`config.mk`:
```
export PLATFORM = sky130hd
export DESIGN_NAME = conv3_job_sequencer
export DESIGN_NICKNAME = d
export VERILOG_FILES = /design/src/rtl/conv3_mem_pkg.sv /design/src/rtl/conv3_job_sequencer.sv
export SDC_FILE = /design/constraint.sdc
export NUM_CORES = 1
export LEC_CHECK = 0
export BUFFER_PORTS_ARGS = -buffer_cell sky130_fd_sc_hd__buf_2
export CAP_MARGIN = 20
export CORE_MARGIN = 2
export CORE_UTILIZATION = 49
export CTS_CLUSTER_DIAMETER = 100
export CTS_CLUSTER_SIZE = 30
export DETAILED_ROUTE_END_ITERATION = 8
export PLACE_DENSITY = 0.87
export SLEW_MARGIN = 40
export SYNTH_ARGS = -nofsm -noshare
export SYNTH_HDL_FRONTEND = slang
export SYNTH_SLANG_ARGS = --single-unit
```
`constraint.sdc`:
```
create_clock -name i_clk -period 2.6 [get_ports i_clk]
set_clock_uncertainty 0.15 [all_clocks]
set_input_delay 0.39 -clock i_clk [delete_from_list [all_inputs] [get_ports i_clk]]
set_output_delay 0.39 -clock i_clk [all_outputs]
set_load 0.03 [all_outputs]
```
`src/rtl/conv3_mem_pkg.sv`:
```
// Shared memory map and sequencer state encoding for the conv3 accelerator.
// Used by the job sequencer, the accelerator and any bus model.
package conv3_mem_pkg;

   typedef enum logic [2:0] {IDLE, CLEAR, LOAD, START, POLL, DRAIN} state_t;

   // Loaded words per job: 2 weight words plus 9 data words per group of 8 kernels.
   function automatic int ram_depth(input int kernel_num);
      return 2 + 9 * (kernel_num / 8);
   endfunction

   // Control registers occupy the top three addresses of the window.
   function automatic int clear_addr(input int aw);
      return (1 << aw) - 3;
   endfunction

   function automatic int start_addr(input int aw);
      return (1 << aw) - 2;
   endfunction

   function automatic int done_addr(input int aw);
      return (1 << aw) - 1;
   endfunction

endpackage

```
`src/rtl/conv3_job_sequencer.sv`:
```
// Bus initiator running one conv3 job: optional clear, load, start, poll done,
// then drain KERNEL_NUM results through a one-entry output register.
module conv3_job_sequencer
   import conv3_mem_pkg::*;
#(
   parameter int PRECISION_WIDTH  = 4,
   parameter int VALID_ADDR_WIDTH = 14,
   parameter int DATA_WIDTH       = 32,
   parameter int KERNEL_NUM       = 112,
   parameter int POLL_TIMEOUT     = 64,
   localparam int RES_W           = 2 * PRECISION_WIDTH + 4
) (
   input  logic                        i_clk,
   input  logic                        i_rst_n,
   input  logic                        i_job_valid,
   output logic                        o_job_ready,
   input  logic                        i_job_clear,
   input  logic                        i_wr_valid,
   output logic                        o_wr_ready,
   input  logic [DATA_WIDTH-1:0]       i_wr_data,
   output logic                        o_res_valid,
   input  logic                        i_res_ready,
   output logic [RES_W-1:0]            o_res_data,
   output logic                        o_res_last,
   output logic                        o_busy,
   output logic                        o_timeout,
   output logic                        o_mem_we,
   output logic [VALID_ADDR_WIDTH-1:0] o_mem_waddr,
   output logic [DATA_WIDTH-1:0]       o_mem_wdata,
   output logic                        o_mem_re,
   output logic [VALID_ADDR_WIDTH-1:0] o_mem_raddr,
   input  logic [DATA_WIDTH-1:0]       i_mem_rdata
);

   localparam int RAM_DEPTH = ram_depth(KERNEL_NUM);
   localparam int LW        = $clog2(RAM_DEPTH);
   localparam int KW        = (KERNEL_NUM > 1) ? $clog2(KERNEL_NUM) : 1;
   localparam int PW        = $clog2(POLL_TIMEOUT + 1);

   typedef logic [VALID_ADDR_WIDTH-1:0] addr_t;

   localparam addr_t A_CLEAR = addr_t'(clear_addr(VALID_ADDR_WIDTH));
   localparam addr_t A_START = addr_t'(start_addr(VALID_ADDR_WIDTH));
   localparam addr_t A_DONE  = addr_t'(done_addr(VALID_ADDR_WIDTH));
   localparam addr_t A_RES0  = addr_t'(RAM_DEPTH);

   state_t           state;
   logic [LW-1:0]    ld_cnt;
   logic [KW-1:0]    rd_cnt;
   logic [PW-1:0]    poll_cnt;
   logic             re_q;
   logic             res_valid;
   logic             res_last;
   logic [RES_W-1:0] res_data;
   logic             res_take;
   logic             rd_fire;
   logic             unused_rdata;

   assign o_job_ready = (state == IDLE);
   assign o_busy      = (state != IDLE);
   assign o_wr_ready  = (state == LOAD);
   assign o_res_valid = res_valid;
   assign o_res_data  = res_data;
   assign o_res_last  = res_last;

   assign res_take = res_valid && i_res_ready;
   // The read strobe is the registered request gated by back-pressure, so a
   // stalled result register suppresses the read in the very same cycle.
   assign rd_fire  = re_q && (!res_valid || i_res_ready);
   assign o_mem_re = rd_fire;

   assign unused_rdata = ^i_mem_rdata[DATA_WIDTH-1:RES_W];

   always_ff @(posedge i_clk) begin
      if (!i_rst_n) begin
         state       <= IDLE;
         ld_cnt      <= '0;
         rd_cnt      <= '0;
         poll_cnt    <= '0;
         re_q        <= 1'b0;
         res_valid   <= 1'b0;
         res_last    <= 1'b0;
         res_data    <= '0;
         o_timeout   <= 1'b0;
         o_mem_we    <= 1'b0;
         o_mem_waddr <= '0;
         o_mem_wdata <= '0;
         o_mem_raddr <= '0;
      end else begin
         o_mem_we <= 1'b0;
         if (res_take) res_valid <= 1'b0;

         case (state)
            IDLE: begin
               if (i_job_valid) begin
                  o_timeout <= 1'b0;
                  ld_cnt    <= '0;
                  state     <= i_job_clear ? CLEAR : LOAD;
               end
            end

            CLEAR: begin
               o_mem_we    <= 1'b1;
               o_mem_waddr <= A_CLEAR;
               o_mem_wdata <= DATA_WIDTH'(1);
               state       <= LOAD;
            end

            LOAD: begin
               if (i_wr_valid) begin
                  o_mem_we    <= 1'b1;
                  o_mem_waddr <= addr_t'(ld_cnt);
                  o_mem_wdata <= i_wr_data;
                  if (ld_cnt == LW'(RAM_DEPTH - 1)) begin
                     ld_cnt <= '0;
                     state  <= START;
                  end else begin
                     ld_cnt <= ld_cnt + 1'b1;
                  end
               end
            end

            START: begin
               o_mem_we    <= 1'b1;
               o_mem_waddr <= A_START;
               o_mem_wdata <= '0;
               poll_cnt    <= '0;
               state       <= POLL;
            end

            POLL: begin
               // First POLL cycle carries the START write; reads begin after it.
               if (!re_q) begin
                  re_q        <= 1'b1;
                  o_mem_raddr <= A_DONE;
               end else if (i_mem_rdata[0]) begin
                  o_mem_raddr <= A_RES0;
                  rd_cnt      <= '0;
                  state       <= DRAIN;
               end else if (poll_cnt == PW'(POLL_TIMEOUT - 1)) begin
                  re_q      <= 1'b0;
                  o_timeout <= 1'b1;
                  state     <= IDLE;
               end else begin
                  poll_cnt <= poll_cnt + 1'b1;
               end
            end

            DRAIN: begin
               if (rd_fire) begin
                  res_valid <= 1'b1;
                  res_data  <= i_mem_rdata[RES_W-1:0];
                  res_last  <= (rd_cnt == KW'(KERNEL_NUM - 1));
                  if (rd_cnt == KW'(KERNEL_NUM - 1)) begin
                     re_q <= 1'b0;
                  end else begin
                     rd_cnt      <= rd_cnt + 1'b1;
                     o_mem_raddr <= o_mem_raddr + 1'b1;
                  end
               end
               if (res_take && res_last) begin
                  res_last <= 1'b0;
                  state    <= IDLE;
               end
            end

            default: state <= IDLE;
         endcase
      end
   end

endmodule

```
* Yosys cells after proc, flatten, opt, wreduce, memory -nomap -nowiden *
Index checks and enable logic that the tools add are counted.

cells by class
  add/sub/neg operators = 4
  equal/unequal tests = 22
  muxes and demuxes = 49
  reduce and logical (&&, ||, !) cells = 24

operator list
  kind                     count
  $pmux W32 S3             1
  $mux W14                 5
  $mux W7                  10
  $pmux W14 S3             1
  $pmux W7 S2              3
  $mux W32                 1
  $pmux W14 S2             1
  $ne A2 B2 Y1 const B     11
  $add A7 B1 Y7 const B    3
  $mux W3                  7
  $pmux W3 S6              1
  $mux W1                  15
  $add A14 B1 Y14 const B  1
  $eq A7 B7 Y1 const B     2
  $reduce_and A5 Y1        2
  $reduce_bool A2 Y1       5
  $reduce_and A4 Y1        2
  $eq A7 B6 Y1 const B     1
  $eq A3 B2 Y1 const B     2
  $eq A3 B3 Y1 const B     2
  $ne A3 B3 Y1 const B     2
  $pmux W1 S2              3
  $reduce_and A2 Y1        3
  $reduce_and A3 Y1        2
  other kinds (10)         13

word-level totals
  flip-flop bits (word level) = 101
  input port bits = 70
  output and inout port bits = 80
  word-level logic and storage cells = 112

* Longest topological paths before layout *
Gate-level depths: netlist (run 1).

  depth in word-level cells = 5
  gate-level depth with buffers = 7
  gate-level depth less buffers = 6

* Worst setup path before layout (run 1) *
OpenSTA, ideal clock, no wires.

  path type = register -> output
  start = reg state[1]
  end = out o_busy
  arrival = 1718 ps
  data required time = 2060 ps
  path slack = 342 ps
  cell stages (with the launch flop) = 5
  path buffers = 2
  cells stage by stage = dfxtp_1 > buf_6 > clkbuf_1 > nor3_1 > inv_1

between the ends
  longest elaborated chain between the ends = 1

RTL lines
  item                      RTL line                   text
  start: declaration        conv3_job_sequencer.sv:47  state_t state;
  start signal: assignment  conv3_job_sequencer.sv:98  state <= i_job_clear ? CLEAR : LOAD;
  $reduce_bool A3 Y1        conv3_job_sequencer.sv:60  assign o_busy = (state != IDLE);
  end: declaration          conv3_job_sequencer.sv:25  output logic o_busy,

No other way between the ends.

* Worst setup path after layout (run 1) *
  start = reg rd_cnt[0]
  end = reg o_mem_raddr[4]

between the ends
  longest elaborated chain between the ends = 3

RTL lines
  item                                RTL line                    text
  start: declaration                  conv3_job_sequencer.sv:49   logic [KW-1:0] rd_cnt;
  start signal: assignment            conv3_job_sequencer.sv:157  rd_cnt <= rd_cnt + 1'b1;
  $eq A7 B7 Y1                        conv3_job_sequencer.sv:154  if (rd_cnt == KW'(KERNEL_NUM - 1)) begin
  $ne A2 B2 Y1 (no source line)       -
  $reduce_and A4 Y1 (no source line)  -
  end signal: assignment              conv3_job_sequencer.sv:158  o_mem_raddr <= o_mem_raddr + 1'b1;
  end: declaration                    conv3_job_sequencer.sv:31   output logic [VALID_ADDR_WIDTH-1:0] o_mem_raddr,

No other way between the ends.
A chain may end at the register's enable or synchronous reset.

==> metrics.yaml, run 1 <==
status: "complete, no violations"
path_buf_inv: 0
synth.distinct_cells: 56
cts_sinks: 95
clk_pin_slew_ns: 0.10
final_max_slew_viol_count: 0
critPathKind: "reg2reg"
holdPathStages: 3
die-width_microns: 94.9
antenna_cells: 0
total_power_mw: 4.42
worst_hold_path_type: "in2reg"
cts_tree: "done"
wl_microns: 10200
synth_fp_nets: 546
core_area_sq_mm: 0.00813
finalSetupTns_ns: 0
layout.nets: 660
rsz0062_at_grt: "no"
hpwl_microns: 7390
viasPerCell: 5.68
endpoint_kind: "register"
worstPathArrival_ns: 2.48
synth_edf_count: 0
ant_nets: 0
ys_ff_latch: 95
drive_above_1_share_pct: 29.3
post_cts_resized: 0
setup.worst_path.start: "rd_cnt[0]"
fin_ws_ns: 0.241
critPathRequiredTime_ns: 2.72
max_cap_viol_count: 0
grt_remaining_overflow: 0
grt_max_degree: 42
power_frac_comb_pct: 36.0
yosys_warnings: 0
drt_iter0_markers: 216
final_hold_viol_count: 0
insertion_delay_ns: 0.37
grt_pass1_wl_microns: 16800
cts_setup_buffers: 0
h-tree-depth: 3
place.gp.congestion: 0.844
dpl-instance-area_sq_mm: 0.00473
antenna_found_initial: 0
grt_usage_pct: 23.7
drc: 0
holdBufCountCts: 0
syn-cell-area_sq_mm: 0.00405
r2r_cells: 6
wl_per_cell_microns: 14.7
grt_pass1_vias: 3707
worstHoldStart: "i_mem_rdata[9]"
leakagePower_nw: 2.22
maxSlewHeadroom_pct: 50.6
cts_root_buf: "clkbuf_8"
fmax_mhz: 424
yosys-top-cells-area: "dfxtp_1 (47%), a22oi_1 (6.1%), nor2_1 (5.6%), a21oi_1 (5.4%), nand2_1 (5.1%)"
fin_crit_ns: 2.36
clkPwrFrac_pct: 22.6
synth.top_cell.area_share_pct: 46.9
cts_buffers: 9
finalSetupViolCount: 0
postLayoutCellArea_sq_mm: 0.00493
period_share_pct: 90.7
cpLargestDelayFamily: "compound AO/OA/AOI/OAI gates"
crit_chain: "ha_1 > nand2_1 > nor4b_4 > o21a_1 > a21oi_1 > o221a_2"
clockBufferDepth: 2
io_pins: 150
num_rows: 33
seq_power_share_pct: 41.4
path_max_fanout: 12
p_sw_share_pct: 41.1
dieArea_sq_mm: 0.00901
power_density_mw_per_mm2: 897
intPower_mw: 2.60
async_flop_share_pct: 0
area_growth_pct: 21.7
netlist_instances: 472
worst_pin_slew_ns: 0.741
pre_cts_ws_ns: 0.298
vias: 3952
fillers: 713
rrSetupSlack_ns: 0.24
critPathMaxStageDelay_ns: 0.48
port_buffers: 129
crit_slowest_cell: "o21a_1"
firstDrtPassIters: 5
ir_drop_v: 0.000677
die_h_microns: 94.9
reg2reg_to: "o_mem_raddr[4]"
hold_end: "o_res_data[9]"
synth_ff_type: "dfxtp_1"
yosysTopAreaCell: "dfxtp_1"
ys_seq_area_share_pct: 46.9
worst_setup_path_start_kind: "register"
synth_area_per_cell_sq_um: 8.59
p_switching_mw: 1.82
initial_utilization_pct: 49.8
timing.rr.start: "rd_cnt[0]"
## synth_stat cells, drive strengths merged, types with 2 or more instances
cell type and instances:
nand3b 2, dfxtp 95, mux2i 3, clkbuf 22, a22oi 33, a21oi 45
a21boi 2, nand2b 7, a31oi 9, o221a 5, nand4 4, or2 2
nor3 12, or3 2, and2 3, a41oi 2, o211ai 4, or4 3
xor2 6, and4 3, nand3 16, nor2 62, and3 11, o21ai 11
ha 4, o21a 3, o31ai 3, nand2 55, o22a 6, buf 14
inv 7
## power groups by stage
stage	clock network (mW)	registers, mW	logic, mW
after global routing	1.08	1.86	1.73
after global placement	0	1.85	1.55
after CTS	1.02	1.83	1.60
final	1.00	1.83	1.59
after detailed placement	0	1.86	1.59
after floorplan	0	2.16	0.882
## worst max-delay path by stage
| stage | endpoint | cells after the start | slack, ns |
|---|---|---|---|
| 6_report | o_mem_raddr[4] | 6 | 0.24 |
| 5_1_grt | o_mem_raddr[0] | 5 | 0.04 |
| 4_1_cts | o_mem_raddr[4] | 6 | 0.27 |
| 3_5_place_dp | o_mem_raddr[4] | 6 | 0.30 |
| 3_3_place_gp | o_mem_raddr[3] | 5 | 0.34 |
| 2_1_floorplan | o_busy | 4 | 0.34 |
## per-stage QoR
stage | instances | hold slack (ns) | util [%]
after global placement | 680 | 0.287 | 58.2
after CTS | 696 | 0.0827 | 60.7
after floorplan | 472 | 0.301 | -
after detailed placement | 680 | 0.294 | 58.2
after global routing | 696 | 0.0869 | 60.7
final | 696 | 0.0979 | 60.7
## final cells by class
cell class                 instances  area, sq um  share of cell area, %
sequential                        95         1900                   38.5
clock buffer                       9          124                   2.51
multi-input combinational        334         1950                   39.5
tap                              105          131                   2.66
timing repair buffer             139          721                   14.6
clock inverter                     7         78.8                   1.60
inverter                           7         26.3                  0.533
## state kept, by name, summed over array words and instances (netlist names), 3 cells and up
| signal | flops |
|---|---|
| o_mem_waddr | 8 |
| rd_cnt | 7 |
| o_mem_raddr | 14 |
| o_mem_wdata | 32 |
| poll_cnt | 7 |
| ld_cnt | 7 |
| o_res_data | 12 |
| state | 3 |
## worst min-delay path: stages
cell	delay (ns)
buf_2	0.09
nand2_1	0.04
a21oi_1	0.05
## placed cells by master (no fill, tap or decap), types with 9 or more instances in the layout
master / n
dfxtp_1: 95
nor3_1: 12
nor2_1: 61
a21oi_1: 44
a31oi_1: 9
nand2_1: 55
a22oi_1: 33
buf_4: 10
o21ai_0: 10
clkbuf_8: 9
and3_1: 11
nand3_1: 15
buf_2: 129
## cell families after synthesis
family          count (synthesis)  share of synthesized area [%]
compound gates                130                           21.6
fa+ha+maj                       4                           1.23
xor+xnor                        7                           1.51
simple gates                  190                           23.0
flops                          95                           46.9
mux                             3                          0.741
buf+inv                        43                           4.94
## per-layer routing
metal,track usage (%),wire (microns),up-vias
li1,-,-,1909
met1,27.9,4080,1853
met2,39.7,5030,162
met3,5.43,814,28
met4,13.4,312,0
met5,0,0,-
Note: power is estimated with default switching activity, not from simulation.
==> inputs of run 2 (changes only) <==
Settings changed: CORE_MARGIN 2 to default, CTS_BUF_LIST from default to sky130_fd_sc_hd__clkbuf_8 sky130_fd_sc_hd__clkbuf_16.
==> run 2 against run 1 <==
  * Clock power hardly changed
  * Clock-buffer cell count stayed put
  * Non-clock buffer count is 2 lower
  * Global-route usage is 0.082 points lower
  * Routed wire length is 1.7% lower
  * Power is 0.25% lower
  * Design area is 0.36% lower
  * Sequential share of layout area is 0.14 points higher
==> metrics.yaml, run 2 (same netlist as run 1, synthesis figures left out) <==
dieArea_sq_mm: 0.00864
wl_per_cell_microns: 14.6
fin_ws_ns: 0.253
layout.nets: 658
finalSetupViolCount: 0
die-width_microns: 92.9
postLayoutCellArea_sq_mm: 0.00492
drt_iter0_markers: 227
fin_cells: 691
intPower_mw: 2.59
grt_usage_pct: 23.6
critPathRequiredTime_ns: 2.71
worstPathArrival_ns: 2.46
final_cell_mix: "buf_2 (129), dfxtp_1 (95), nor2_1 (61)"
hpwl_microns: 7000
fin_crit_ns: 2.35
power_frac_comb_pct: 35.3
viasPerCell: 5.60
fillers: 692
endpoint_kind: "register"
drive_above_1_share_pct: 29.2
cts_root_buf: "clkbuf_8"
worst_hold_path_type: "in2reg"
holdBufCountCts: 0
largest_reg_flops: 32
final_common_cell: "buf_2"
final_hold_viol_count: 0
final_util_pct: 62.6
power_density_mw_per_mm2: 898
die_h_microns: 92.9
antenna_cells: 0
rsz0062_at_grt: "no"
status: "complete, no violations"
worst_pin_slew_ns: 0.754
finalSetupTns_ns: 0
p_switching_mw: 1.82
max_cap_viol_count: 0
place.gp.congestion: 0.810
ir_drop_v: 0.000597
post_cts_resized: 0
ant_nets: 0
insertion_delay_ns: 0.37
placedCellCount: 675
total_power_mw: 4.41
vias: 3873
cts_tree: "done"
maxSlewHeadroom_pct: 49.7
clkPwrFrac_pct: 23.0
path_max_fanout: 12
period_share_pct: 90.3
grt_pass1_vias: 3590
initial_utilization_pct: 51.6
firstDrtPassIters: 4
seq_power_share_pct: 41.7
dpl-instance-area_sq_mm: 0.00471
grt_pass1_wl_microns: 16400
cts_sinks: 95
leakagePower_nw: 2.21
drc: 0
final_max_slew_viol_count: 0
h-tree-depth: 3
worst_setup_path_start_kind: "register"
clk_pin_slew_ns: 0.10
clockBufferDepth: 2
grt_remaining_overflow: 0
pre_cts_ws_ns: 0.312
num_rows: 32
critPathKind: "reg2reg"
cts_setup_buffers: 0
p_sw_share_pct: 41.2
io_pins: 150
cts_buffers: 9
core_area_sq_mm: 0.00785
port_buffers: 129
antenna_found_initial: 0
whs_ns: 0.100
top_register: "o_mem_wdata"
area_growth_pct: 21.3
grt_max_degree: 42
wl_microns: 10100
fmax_mhz: 426
## run 2: changes by cell type in the layout (fill, tap and decap cells not counted), sizes merged
| cell | delta |
|---|---|
| buf | -2 |
## run 2: final cells by class
cell class	count	area [sq um]	share of cell area [%]
sequential	95	1900	38.7
timing repair buffer	137	706	14.4
multi-input combinational	334	1950	39.7
inverter	7	26.3	0.534
clock buffer	9	124	2.52
tap	102	128	2.60
clock inverter	7	78.8	1.60
## run 2: final timing paths
check	from	end	slack, ns	cells after the start
setup / recovery	rd_cnt[0]	o_mem_raddr[3]	0.25	6
hold / removal	i_wr_data[24]	o_mem_wdata[24]	0.10	3
setup reg to reg	rd_cnt[0]	o_mem_raddr[3]	0.25	6
hold reg to reg	o_res_data[0]	o_res_data[0]	0.31	2
## run 2: routing by layer
metal  vias to the layer above  track usage [%]  wire, microns
met4                         0             8.21            140
met2                       160             40.6           4920
met5                         -                0              0
li1                       1904                -              -
met3                        14             6.16            789
met1                      1795             28.4           4210
## run 2: worst max-delay path: stages, from the launching register on
cell and delay [ns]:
dfxtp_1 0.41, ha_1 0.25, nand2_1 0.13, nor4b_4 0.47, o21a_1 0.48, a21oi_1 0.08, o221a_2 0.27
## run 2: power groups by stage
stage,clock network [mW],registers (mW),logic [mW]
after global placement,0,1.86,1.53
after global routing,1.08,1.88,1.68
after detailed placement,0,1.87,1.56
after floorplan,0,2.16,0.882
final,1.01,1.84,1.56
after CTS,1.02,1.84,1.56
